==> src/rtl/tt_sweep_ctrl.sv <==
// Truth-table sweep sequencer for a 3-in/2-out combinational block.
// Drives every input vector, captures outputs and scores them against tables.
module tt_sweep_ctrl #(
    parameter int unsigned SETTLE_CYCLES = 2,
    parameter logic [7:0]  EXP_Y0        = 8'hE0,
    parameter logic [7:0]  EXP_Y1        = 8'h11
) (
    input  logic       clk,
    input  logic       rst_n,
    input  logic       start,
    input  logic       abort,
    input  logic       ack,
    output logic [2:0] x_out,
    input  logic [1:0] y_in,
    output logic       busy,
    output logic       done,
    output logic [7:0] tt_y0,
    output logic [7:0] tt_y1,
    output logic [7:0] mismatch_mask,
    output logic [4:0] mismatch_cnt,
    output logic       pass
);

    if (SETTLE_CYCLES < 1 || SETTLE_CYCLES > 15) begin : g_bad_settle
        $error("tt_sweep_ctrl: SETTLE_CYCLES must be 1..15");
    end

    localparam logic [3:0] RELOAD = 4'(SETTLE_CYCLES - 1);

    typedef enum logic [1:0] {
        IDLE   = 2'd0,
        SETTLE = 2'd1,
        SAMPLE = 2'd2,
        DONE   = 2'd3
    } state_t;

    state_t     state_q, state_d;
    logic [2:0] idx_q, idx_d;
    logic [3:0] wait_q, wait_d;
    logic [2:0] x_q, x_d;
    logic [7:0] t0_q, t0_d;
    logic [7:0] t1_q, t1_d;
    logic [7:0] mask_q, mask_d;
    logic [4:0] mcnt_q, mcnt_d;
    logic       busy_q, busy_d;
    logic       done_q, done_d;
    logic       pass_q, pass_d;
    logic       e0, e1;

    assign e0 = y_in[0] ^ EXP_Y0[idx_q];
    assign e1 = y_in[1] ^ EXP_Y1[idx_q];

    always_comb begin
        state_d = state_q;
        idx_d   = idx_q;
        wait_d  = wait_q;
        x_d     = x_q;
        t0_d    = t0_q;
        t1_d    = t1_q;
        mask_d  = mask_q;
        mcnt_d  = mcnt_q;
        unique case (state_q)
            IDLE: begin
                if (start) begin
                    state_d = SETTLE;
                    idx_d   = 3'd0;
                    x_d     = 3'd0;
                    wait_d  = RELOAD;
                    t0_d    = 8'h00;
                    t1_d    = 8'h00;
                    mask_d  = 8'h00;
                    mcnt_d  = 5'd0;
                end
            end
            SETTLE: begin
                if (abort) begin
                    state_d = IDLE;
                    x_d     = 3'd0;
                end else if (wait_q == 4'd0) begin
                    state_d = SAMPLE;
                end else begin
                    wait_d = wait_q - 4'd1;
                end
            end
            SAMPLE: begin
                // Capture happens even when abort coincides with this cycle.
                t0_d[idx_q]   = y_in[0];
                t1_d[idx_q]   = y_in[1];
                mask_d[idx_q] = e0 | e1;
                mcnt_d        = mcnt_q + {4'd0, e0} + {4'd0, e1};
                if (abort) begin
                    state_d = IDLE;
                    x_d     = 3'd0;
                end else if (idx_q == 3'd7) begin
                    state_d = DONE;
                end else begin
                    state_d = SETTLE;
                    idx_d   = idx_q + 3'd1;
                    x_d     = idx_q + 3'd1;
                    wait_d  = RELOAD;
                end
            end
            DONE: begin
                if (ack) begin
                    state_d = IDLE;
                    x_d     = 3'd0;
                end
            end
            default: begin
                state_d = IDLE;
                x_d     = 3'd0;
            end
        endcase
        busy_d = (state_d == SETTLE) || (state_d == SAMPLE);
        done_d = (state_d == DONE);
        pass_d = done_d && (mcnt_d == 5'd0);
    end

    always_ff @(posedge clk or negedge rst_n) begin
        if (!rst_n) begin
            state_q <= IDLE;
            idx_q   <= 3'd0;
            wait_q  <= 4'd0;
            x_q     <= 3'd0;
            t0_q    <= 8'h00;
            t1_q    <= 8'h00;
            mask_q  <= 8'h00;
            mcnt_q  <= 5'd0;
            busy_q  <= 1'b0;
            done_q  <= 1'b0;
            pass_q  <= 1'b0;
        end else begin
            state_q <= state_d;
            idx_q   <= idx_d;
            wait_q  <= wait_d;
            x_q     <= x_d;
            t0_q    <= t0_d;
            t1_q    <= t1_d;
            mask_q  <= mask_d;
            mcnt_q  <= mcnt_d;
            busy_q  <= busy_d;
            done_q  <= done_d;
            pass_q  <= pass_d;
        end
    end

    assign x_out         = x_q;
    assign busy          = busy_q;
    assign done          = done_q;
    assign pass          = pass_q;
    assign tt_y0         = t0_q;
    assign tt_y1         = t1_q;
    assign mismatch_mask = mask_q;
    assign mismatch_cnt  = mcnt_q;

endmodule

==> config.mk <==
export PLATFORM = sky130hd
export DESIGN_NAME = tt_sweep_ctrl
export DESIGN_NICKNAME = d
export VERILOG_FILES = /design/src/rtl/tt_sweep_ctrl.sv
export SDC_FILE = /design/constraint.sdc
export NUM_CORES = 1
export LEC_CHECK = 0
export BUFFER_PORTS_ARGS = -buffer_cell sky130_fd_sc_hd__buf_2
export CORE_MARGIN = 2
export CORE_UTILIZATION = 54
export DETAILED_ROUTE_END_ITERATION = 16
export PLACE_DENSITY_LB_ADDON = 0.2
export SLEW_MARGIN = 20
export SYNTH_ARGS = -nofsm -noshare
export SYNTH_HDL_FRONTEND = slang
export SYNTH_SLANG_ARGS = --single-unit
==> constraint.sdc <==
create_clock -name clk -period 3.6 [get_ports clk]
set_input_delay 0 -clock clk [delete_from_list [all_inputs] [get_ports clk]]
set_output_delay 0 -clock clk [all_outputs]
set_load 0.005 [all_outputs]
==> results.sh <==
export IMPL_min_delay_path_class="input pin to flop"
export IMPL_clockRootBuffer="clkbuf_8"
export IMPL_rsz0062_at_grt="false"
export IMPL_fill_cells=298
export IMPL_synth_top_family_by_area="simple AND/OR/NAND/NOR gates"
export IMPL_synth_compound_area_share_pct=13.0
export IMPL_synth_mux_area_share_pct=2.49
export IMPL_cts_tree="done"
export IMPL_cp_slowest_cell="dfrtp_1"
export IMPL_met2_usage_pct=32.7
export IMPL_postSynth_asyncResetShare_pct=100
export IMPL_coreArea_sq_mm=0.00366
export IMPL_seqCellArea_sq_mm=0.00110
export IMPL_drive_gt1_share_pct=23.7
export IMPL_viasPerCell=5.36
export IMPL_synth_top_area_share_pct=53.5
export IMPL_drt_iter0_drc=102
export IMPL_crit_fanout=8
export IMPL_grt_pass1_wl_um=6870
export IMPL_grt_most_used_layer="met2"
export IMPL_max_vdd_ir_drop_mv=0.272
export IMPL_drtAntennaViolNets=0
export IMPL_status="completed"
export IMPL_period_minus_slack_ns=2.97
export IMPL_yosys_top_cells_count="dfrtp_1 (44), o21ai_0 (31), nand2_1 (27), nand3_1 (16), inv_1 (12)"
export IMPL_nNetsFinal=259
export IMPL_initial_core_util_pct=56.2
export IMPL_synth_nets=217
export IMPL_diodes=0
export IMPL_finish_utilization_pct=66.1
export IMPL_dieArea_sq_mm=0.00432
export IMPL_finalWirelength_um=4020
export IMPL_clk_latency_ns=0.29
export IMPL_synth_cell_types=36
export IMPL_critPathMaxStageDelay_ns=0.46
export IMPL_numCtsBuffers=5
export IMPL_tns_ns=0
export IMPL_crit_type="flop to flop"
export IMPL_worst_slew_pin_slew_ns=0.928
export IMPL_mappedNetlistArea_sq_mm=0.00206
export IMPL_gr_usage_met1_pct=28.9
export IMPL_slew_viol_final=0
export IMPL_skew_ns=0.00377
export IMPL_critPathCaptureType="flop"
export IMPL_yosys_area_share_simple_pct=20.4
export IMPL_drc_errors=0
export IMPL_arrival_ns=3.17
export IMPL_crit_top_cell="inv_1"
export IMPL_synth_edf_count=0
export IMPL_max_clock_freq_mhz=337
export IMPL_synth_most_common_cell="dfrtp_1"
export IMPL_clkTransAtPathRegs_ns=0.08
export IMPL_grt_pass1_vias=1508
export IMPL_hold_viol=0
export IMPL_place_congestion=0.796
export IMPL_grt_max_degree=45
export IMPL_synth_warning_count=0
export IMPL_ys_seq_area_share_pct=53.5
export IMPL_synthAdderAreaFrac_pct=5.23
export IMPL_ctsHoldBuffers=1
export IMPL_cap_violations=0
export IMPL_clock_path_buffers=2
export IMPL_drt_pass1_iterations=4
export IMPL_start_kind="flop"
export IMPL_wl_per_cell_um=13.7
export IMPL_whs_ns=0.0126
export IMPL_vias=1570
export IMPL_cts_sinks=44
export IMPL_power_density_mw_per_mm2=574
export IMPL_fp_dieH_um=65.7
export IMPL_antenna_found_initial=0
export IMPL_synthXorXnorAreaFrac_pct=1.28
export IMPL_area_growth_syn_to_layout_pct=17.6
export IMPL_netlist_top_cells_area="dfrtp_1 (54%), o21ai_0 (7.5%), nand2_1 (4.9%), ha_1 (4.3%), nand3_1 (3.9%)"
export IMPL_grt_remaining_overflow=0
export IMPL_port_buffers=41
export IMPL_crit_required_ns=3.80
export IMPL_synth_top_cell_by_area="dfrtp_1"
export IMPL_crit_chain="inv_1 -> ha_1 -> nand2b_1 -> xnor2_1 -> inv_1 -> fa_1 -> inv_1 -> ha_1 -> mux2_2 -> a22o_1 -> nor4_2"
export IMPL_ys_ff_latch=44
export IMPL_period_share_pct=82.5
export IMPL_p_leak_nw=1.23
export IMPL_ys_flop_type="dfrtp_1"
export IMPL_fin_area_sq_mm=0.00242
export IMPL_cts_repair_resized=0
export IMPL_multi_input_area_sq_um=871
export IMPL_syn_inst=202
export IMPL_rows=22
export IMPL_globalRouteTotalUtil_pct=21.1
export IMPL_met3_usage_pct=3.60
export IMPL_die_width_um=65.7
export IMPL_htree_levels=2
export IMPL_postSynthAreaPerCell_sq_um=10.2
export IMPL_dpl_cell_area_sq_mm=0.00228
export IMPL_pin_count=42
export IMPL_finalSetupViolations=0
export IMPL_slew_limit_headroom_pct=38.1
export IMPL_dp_hpwl_um=2880
export IMPL_post_cts_buffers=0
## per-layer routing
metal / routed length (um) / part of all wire [%] / up-vias
met2: 1850 / 46 / 38
met1: 1940 / 48 / 744
li1: - / - / 784
met4: 46 / 1.1 / 0
met5: 0 / 0 / -
met3: 176 / 4.4 / 4
## power breakdown
group | total [W] | switching (W) | internal, W
sequential | 0.000631 | 0.0000731 | 0.000558
combinational | 0.000351 | 0.000207 | 0.000143
clock | 0.000406 | 0.000161 | 0.000245
total | 0.00139 | 0.000442 | 0.000946
## final timing paths
kind,start,endpoint,slack [ns],cells after the start
max,idx_q[0],pass,0.63,11
min,y_in[0],tt_y0[3],0.01,3
max reg2reg,idx_q[0],pass,0.63,11
min reg2reg,wait_q[3],wait_q[3],0.49,1
max in group asynchronous,rst_n,wait_q[2],2.63,2
min in group asynchronous,rst_n,pass,0.38,2
## cells in the final DEF, fill, tap and decap left out, types with 2 or more instances in the layout
| master | n |
|---|---|
| buf_2 | 41 |
| o21ai_0 | 31 |
| or3b_1 | 3 |
| mux2i_1 | 4 |
| nand2_1 | 27 |
| nor2b_1 | 2 |
| nand2b_1 | 5 |
| ha_1 | 7 |
| nor3_1 | 4 |
| nor3b_1 | 3 |
| a21oi_1 | 3 |
| xnor2_1 | 2 |
| nand3_1 | 16 |
| o31ai_1 | 2 |
| inv_1 | 12 |
| clkbuf_8 | 7 |
| nor4_2 | 3 |
| a22o_1 | 4 |
| dfrtp_1 | 44 |
| nor2_1 | 8 |
| nand4_1 | 2 |
## cell type report
cell class	instances	area share, %
Clock buffer	7	3.98
Clock inverter	1	1.24
Inverter	12	1.86
Multi-Input combinational cell	139	36.0
Sequential cell	44	45.5
Tap cell	48	2.48
Timing Repair Buffer	42	8.90
## stage by stage
| stage | setup slack (ns) | total power (W) | cells |
|---|---|---|---|
| floorplan | 0.863 | 0.000898 | 202 |
| global placement | 0.749 | 0.000982 | 284 |
| detailed placement | 0.644 | 0.000996 | 284 |
| CTS | 0.628 | 0.00140 | 293 |
| global route | 0.266 | 0.00149 | 293 |
| finish | 0.629 | 0.00139 | 293 |
## worst max-delay path: cells and delay by family, from the launching register on
family / cells / cell delay (ns)
compound gates: 1 / 0.25
xor+xnor: 1 / 0.28
fa+ha+maj: 3 / 0.82
buf+inv: 3 / 0.36
flops: 1 / 0.46
mux: 1 / 0.33
simple gates: 2 / 0.38
## sequential cells by signal, indices dropped and copies added, names as in the netlist, 2 cells and up
name           flops
mismatch_cnt       5
tt_y1              8
idx_q              3
tt_y0              8
wait_q             4
mismatch_mask      8
x_out              3
state_q            2
## logic make-up after synthesis
group / count (synthesis)
adder cells (fa/ha/maj): 8
AND/OR/NAND/NOR: 78
XOR/XNOR: 3
multiplexers: 5
AO/OA/AOI/OAI: 45
buffers and inverters: 19
flip-flops: 44
No activity file was read; power rests on OpenSTA's default activity.
